==> config.mk <==
export PLATFORM = sky130hd
export DESIGN_NAME = ibuf_loader
export DESIGN_NICKNAME = d
export VERILOG_FILES = /design/src/rtl/ibuf_pkg.sv /design/src/rtl/ibuf_loader.sv
export SDC_FILE = /design/constraint.sdc
export NUM_CORES = 1
export LEC_CHECK = 0
export ABC_AREA = 1
export CAP_MARGIN = 20
export CORE_ASPECT_RATIO = 1.4
export CORE_MARGIN = 1
export CORE_UTILIZATION = 26
export DETAILED_ROUTE_END_ITERATION = 10
export SYNTH_ARGS = -nofsm -noshare
export SYNTH_HDL_FRONTEND = slang
export SYNTH_SLANG_ARGS = --single-unit
==> constraint.sdc <==
create_clock -name clk -period 3 [get_ports clk]
set_input_delay 0.3 -clock clk [delete_from_list [all_inputs] [get_ports clk]]
set_output_delay 0.3 -clock clk [all_outputs]
set_load 0.03 [all_outputs]
==> src/rtl/ibuf_pkg.sv <==
// Shared types and sizing helpers for the ibuf loader.
// Provides the loader FSM state enum plus depth/counter-width functions.
package ibuf_pkg;

  typedef enum logic [1:0] {
    FILL,
    PAD,
    FULL
  } ibuf_ld_state_t;

  // Words per full ibuf buffer: two halves of fifo_length.
  function automatic int ibuf_depth(input int fl);
    return fl * 2;
  endfunction

  // Counter must reach DEPTH itself, hence DEPTH+1 codes.
  function automatic int ibuf_cnt_w(input int fl);
    return $clog2(fl * 2 + 1);
  endfunction

endpackage

==> src/rtl/ibuf_loader.sv <==
// Feeds ibuf from a valid/ready word stream, zero-padding short vectors.
// Ports: clk, rstn (sync low), i_valid/o_ready/i_data/i_last in,
//        o_ibuf_we/o_ibuf_data to ibuf, o_full out, i_consume from tile.
module ibuf_loader
  import ibuf_pkg::*;
#(
  parameter int datatype_size = 8,
  parameter int fifo_length   = 5
) (
  input  logic                     clk,
  input  logic                     rstn,
  input  logic                     i_valid,
  output logic                     o_ready,
  input  logic [datatype_size-1:0] i_data,
  input  logic                     i_last,
  output logic                     o_ibuf_we,
  output logic [datatype_size-1:0] o_ibuf_data,
  output logic                     o_full,
  input  logic                     i_consume
);

  localparam int DEPTH = ibuf_depth(fifo_length);
  localparam int CW    = ibuf_cnt_w(fifo_length);
  localparam logic [CW-1:0] LAST = CW'(DEPTH - 1);

  ibuf_ld_state_t state, state_d;
  logic [CW-1:0]  cnt, cnt_d;

  logic                     run_q;
  logic                     we_q;
  logic [datatype_size-1:0] data_q;
  logic                     full_q;

  logic accept;
  logic consume;

  assign accept  = i_valid && o_ready;
  // Only a buffer the tile has been told about can be consumed.
  assign consume = i_consume && full_q && (state == FULL);

  always_ff @(posedge clk) begin
    if (!rstn) begin
      state <= FILL;
      cnt   <= '0;
    end else begin
      state <= state_d;
      cnt   <= cnt_d;
    end
  end

  always_comb begin
    state_d = state;
    cnt_d   = cnt;
    unique case (state)
      FILL: begin
        if (accept) begin
          cnt_d = cnt + CW'(1);
          if (cnt == LAST) begin
            state_d = FULL;
          end else if (i_last) begin
            state_d = PAD;
          end
        end
      end
      PAD: begin
        cnt_d = cnt + CW'(1);
        if (cnt == LAST) begin
          state_d = FULL;
        end
      end
      FULL: begin
        if (consume) begin
          cnt_d   = '0;
          state_d = FILL;
        end
      end
      default: begin
        cnt_d   = '0;
        state_d = FILL;
      end
    endcase
  end

  // run_q keeps o_ready low through reset and for the release edge.
  always_comb begin
    o_ready = run_q && (state == FILL);
  end

  always_ff @(posedge clk) begin
    if (!rstn) begin
      run_q  <= 1'b0;
      we_q   <= 1'b0;
      data_q <= '0;
      full_q <= 1'b0;
    end else begin
      run_q  <= 1'b1;
      we_q   <= accept || (state == PAD);
      data_q <= accept ? i_data : '0;
      full_q <= (state == FULL) && !consume;
    end
  end

  assign o_ibuf_we   = we_q;
  assign o_ibuf_data = data_q;
  assign o_full      = full_q;

endmodule
==> flow_metrics.tcl, run 1 <==
set metrics [dict create \
    start_util 0.2796 \
    avgSynthCellArea_sq_um 7.591 \
    min_path_cells 3 \
    cp.required_ps 2700 \
    synth_area_leader_cell "dfxtp_1" \
    power_density_nw_per_um2 523.4 \
    via_count 655 \
    cts_buffers 3 \
    clockBufferDepth 2 \
    relSlewSlack 0.7821 \
    dp_hpwl_um 1101 \
    die-height_um 62.65 \
    period_share 0.6260 \
    grt_pass1_wl_um 2297 \
    status "finished, final reports clean" \
    netlist_instances 90 \
    first_global_vias 603 \
    finalClockSkew_ps 2.250 \
    layoutNonFillerInstCount 150 \
    reg2regPathDepth 8 \
    path_clk_slew_ps 90 \
    overflow 0 \
    syn_to_final_growth_pct 43.04 \
    async_reset_ff_frac 0 \
    cp-end-kind "primary output" \
    synth_seq_cells 17 \
    p_leak_nw 0.4698 \
    cp.arrival_ps 1580 \
    critPathKind "reg -> out" \
    regToRegSetupSlack_ps 1690 \
    peakVddDrop_uv 197.0 \
    cts_resized 0 \
    drc 0 \
    antenna_cells 0 \
    synth_commonest_cells "17 x dfxtp_1, 17 x inv_1, 16 x nor2_1" \
    ant_nets 0 \
    ys.flop_type "dfxtp_1" \
    antenna_found_initial 0 \
    yosysTopAreaCellShare 0.4982 \
    syn-cell-area_sq_um 683.2 \
    grt_usage 0.1082 \
    io_buffers 23 \
    hp-start "i_data[4]" \
    fp.dieArea_sq_um 2839 \
    synth_edf_count 0 \
    power.total_mw 0.5115 \
    pin_count 24 \
    cp_max_fo 6 \
    worst_slew_pin_slew_ps 325.9 \
    coreArea_sq_um 2444 \
    drive_gt1_frac 0.09483 \
    wirelength_um 1381 \
    finalCriticalPeriod_ps 1878 \
    synth_warnings 0 \
    drv_cap 0 \
    cts_tree "yes" \
    insertion_delay_ps 290 \
    rr_endpoint "state[0]" \
    timing.final.max_slew_violations 0 \
    synth_nets 105 \
    viasPerCell 4.367 \
    drt_iter0_markers 15 \
    grt_max_degree 10 \
    holdPathEnd "o_ibuf_data[4]" \
    die_x_um 45.32 \
    ctsHtreeMaxLevel 1 \
    synthTopCellsByArea "dfxtp_1 50%, inv_1 9.3%, nor2_1 8.8%" \
    rows 21 \
    cts_setup_buffers 0 \
    rsz0062_at_grt "false" \
    cts-root-buf "clkbuf_4" \
    max_freq_ghz 0.5325 \
    wl_per_cell_um 9.207 \
    fin_setup_tns_ps 0 \
    r2r_start "cnt[1]" \
    final_net_count 132 \
    worstHoldPathType "in -> reg" \
    cts_sinks 17 \
    finalSetupViolCount 0 \
    drt-pass1-iter-count 4 \
    dp_cells 146 \
    finalHoldViolations 0 \
    postCtsHoldBufs 0 \
    gp_congestion 0.7598 \
    synth.distinct_cells 18 \
    cp-start-kind "flip-flop" \
    ys_seq_area_frac 0.4982 \
]
-- sequential cells by signal, summed over array words and instances (netlist names) --
name	flops
state	2
run_q	1
o_full	1
o_ibuf_data	8
cnt	4
o_ibuf_we	1
-- cell type report --
type	count	area, sq um
clock buffer	4	26.28
fill	285	1466
inverter	19	71.32
multi-input combinational	53	266.5
sequential	17	340.3
tap	34	42.54
timing repair buffer	23	230.2
-- cell families after synthesis --
kind of cell | share of synthesized area
DFF | 0.4982
buffers and inverters | 0.1117
adders and majority gates | 0.03662
and+or+nand+nor | 0.3004
AOI/OAI and AO/OA | 0.05312
-- placed cells by master (no fill, tap or decap), types with 2 or more instances in the layout --
master / n
nand3_1: 5
inv_2: 2
o21ai_0: 2
inv_1: 17
clkbuf_4: 3
clkdlybuf4s50_1: 23
nand2_1: 15
nor2_1: 16
a21oi_1: 2
dfxtp_1: 17
ha_1: 2
nand4_1: 4
-- worst max-delay path, stage by stage, from the launching register on --
cell	delay, ps
dfxtp_1	370
nor3_2	220
clkdlybuf4s50_1	700
-- layer usage --
metal  share of wire  track usage  up-vias
met5               0            0        -
met4           0.022      0.05682        0
met3           0.069      0.01734        5
met2            0.55       0.2120       27
li1                -            -      329
met1            0.36      0.09481      294
-- power breakdown --
part	switching, mW	total [mW]	internal (mW)
registers	0.0196	0.266	0.247
clock network	0.0662	0.118	0.0517
logic	0.0704	0.127	0.0568
-- how the worst max path moves through the flow --
stage,from,endpoint,depth (start not counted)
2_1_floorplan,state[1],o_ibuf_data[0],3
3_3_place_gp,state[1],o_ready,2
3_5_place_dp,rstn,cnt[1],4
4_1_cts,state[1],o_ready,2
5_1_grt,state[1],o_ready,2
6_report,state[1],o_ready,2
-- through the flow --
stage	setup slack, ps	hold WS [ps]	cell area [sq um]	util
after CTS	1107	531.3	977.2	0.3999
after detailed placement	1370	529.6	950.9	0.3891
after global routing	1053	534.0	977.2	0.3999
after floorplan	1732	327.7	683.2	-
after global placement	1445	507.8	950.9	0.3891
final	1122	528.4	977.2	0.3999
Power figures use the tool's default switching activity.
==> run 2, diff against run 1 <==
==> constraint.sdc (replaced) <==
create_clock -name clk -period 1.75 [get_ports clk]
set_input_delay 0.175 -clock clk [delete_from_list [all_inputs] [get_ports clk]]
set_output_delay 0.175 -clock clk [all_outputs]
set_load 0.03 [all_outputs]
==> run 2 against run 1 <==
Hold slack lost 120 ps. Utilization grew 0.26 points. Highest routed layer unchanged. Die area is the same. Cell count grew 0.67%. First-iteration DRC count shrank 53%.
==> flow_metrics.tcl, run 2 (synthesized netlist as in run 1, its figures left out) <==
set metrics [dict create \
    status "finished, final reports clean" \
    r2r_start "cnt[1]" \
    power_density_nw_per_um2 886.3 \
    cts_tree "yes" \
    drv_cap 0 \
    finalSetupViolCount 0 \
    worstHoldPathType "in -> reg" \
    postCtsHoldBufs 0 \
    max_stage_delay_ps 420 \
    io_buffers 23 \
    largest_register_ffs 8 \
    fin_setup_tns_ps 0 \
    peakVddDrop_uv 314.9 \
    pin_count 24 \
    cp-end-kind "primary output" \
    relSlewSlack 0.7926 \
    drc 0 \
    period_share 0.8385 \
    cts_buffers 3 \
    grt_pass1_wl_um 2366 \
    max_freq_ghz 0.6815 \
    cp.arrival_ps 1290 \
    finalHoldViolations 0 \
    grt_max_degree 10 \
    cts_setup_buffers 0 \
    start_util 0.2796 \
    ant_nets 0 \
    worst_slew_pin_slew_ps 310.2 \
    coreArea_sq_um 2444 \
    cts_sinks 17 \
    clockBufferDepth 2 \
    overflow 0 \
    dp_hpwl_um 1153 \
    ctsHtreeMaxLevel 1 \
    reg2regPathDepth 4 \
    finalCriticalPeriod_ps 1467 \
    final_common_cell "clkdlybuf4s50_1" \
    cp.required_ps 1570 \
    min_path_cells 3 \
    path_buf_inv 1 \
    cp_cell_sequence "nor3_2, dlygate4sd2_1" \
    via_count 646 \
    antenna_cells 0 \
    drt-pass1-iter-count 4 \
    regToRegSetupSlack_ps 520 \
    crit_family "buffers and inverters" \
    path_clk_slew_ps 90 \
    viasPerCell 4.278 \
    wirelength_um 1413 \
    first_global_vias 611 \
    holdPathEnd "o_ibuf_data[3]" \
    critPathKind "reg -> out" \
    rsz0062_at_grt "false" \
    antenna_found_initial 0 \
    drive_gt1_frac 0.1026 \
    gp_congestion 0.7549 \
    timing.final.max_slew_violations 0 \
    wl_per_cell_um 9.358 \
    rr_endpoint "cnt[1]" \
    fp.dieArea_sq_um 2839 \
    cts_resized 1 \
    cp-start-kind "flip-flop" \
    syn_to_final_growth_pct 43.96 \
    cp_slowest_cell "dlygate4sd2_1" \
    drt_iter0_markers 7 \
    rows 21 \
    cts-root-buf "clkbuf_4" \
    mostFrequentLayoutCells "22 x clkdlybuf4s50_1, 17 x inv_1, 17 x dfxtp_1" \
    insertion_delay_ps 280 \
    p_leak_nw 0.4765 \
    cp_max_fo 6 \
    die_x_um 45.32 \
    hp-start "i_data[3]" \
    grt_usage 0.1111 \
    finalClockSkew_ps 5.113 \
    final_net_count 133 \
    die-height_um 62.65 \
    holdWs_ps 408.5 \
]
[run 2: cell types whose count changed in the layout (fill, tap and decap cells not counted)]
| cell | delta |
|---|---|
| buf_4 | +1 |
| clkdlybuf4s50_1 | -1 |
| dlygate4sd2_1 | +1 |
[run 2: report_power, final]
part	leakage, nW	switching [mW]	total (mW)	internal [mW]
Combinational	0.322	0.122	0.218	0.0956
Sequential	0.139	0.0322	0.455	0.423
Clock	0.0150	0.111	0.199	0.0884
Total	0.477	0.265	0.872	0.607
[run 2: stage by stage]
stage / instance area [sq um] / power (mW) / worst slack, ps / utilization / std cells
after detailed placement: 958.4 / 0.6851 / 310.0 / 0.3922 / 147
after global routing: 983.4 / 0.9287 / 221.1 / 0.4025 / 151
after global placement: 958.4 / 0.6779 / 319.1 / 0.3922 / 147
after floorplan: 683.2 / 0.6004 / 481.5 / - / 90
after CTS: 983.4 / 0.8852 / 274.1 / 0.4025 / 151
final: 983.4 / 0.8717 / 282.7 / 0.4025 / 151
[run 2: cell type report]
class	count	area, sq um
clock buffers	4	26.28
repair buffers	24	236.5
well taps	34	42.54
inverters	19	71.32
fillers	274	1460
multi-input cells	53	266.5
flip-flops and latches	17	340.3
[run 2: layer usage]
layer	part of all wire	vias up	global-route usage
li1	-	330	-
met1	0.37	285	0.09874
met2	0.56	27	0.2156
met3	0.057	4	0.02023
met4	0.012	0	0.05682
met5	0	-	0
[run 2: worst max-delay path by stage]
stage	start	to	slack [ps]	cells past startpoint
floorplan	state[1]	o_ibuf_data[0]	480	3
global placement	state[1]	o_ready	320	2
detailed placement	state[1]	o_ready	310	2
CTS	state[1]	o_ready	270	2
global route	state[1]	o_ready	220	2
finish	state[1]	o_ready	280	2
[run 2: tightest hold or removal path: cells and delay by family]
kind	cells	cell delay [ps]
buf+inv	2	450
simple gates	1	30
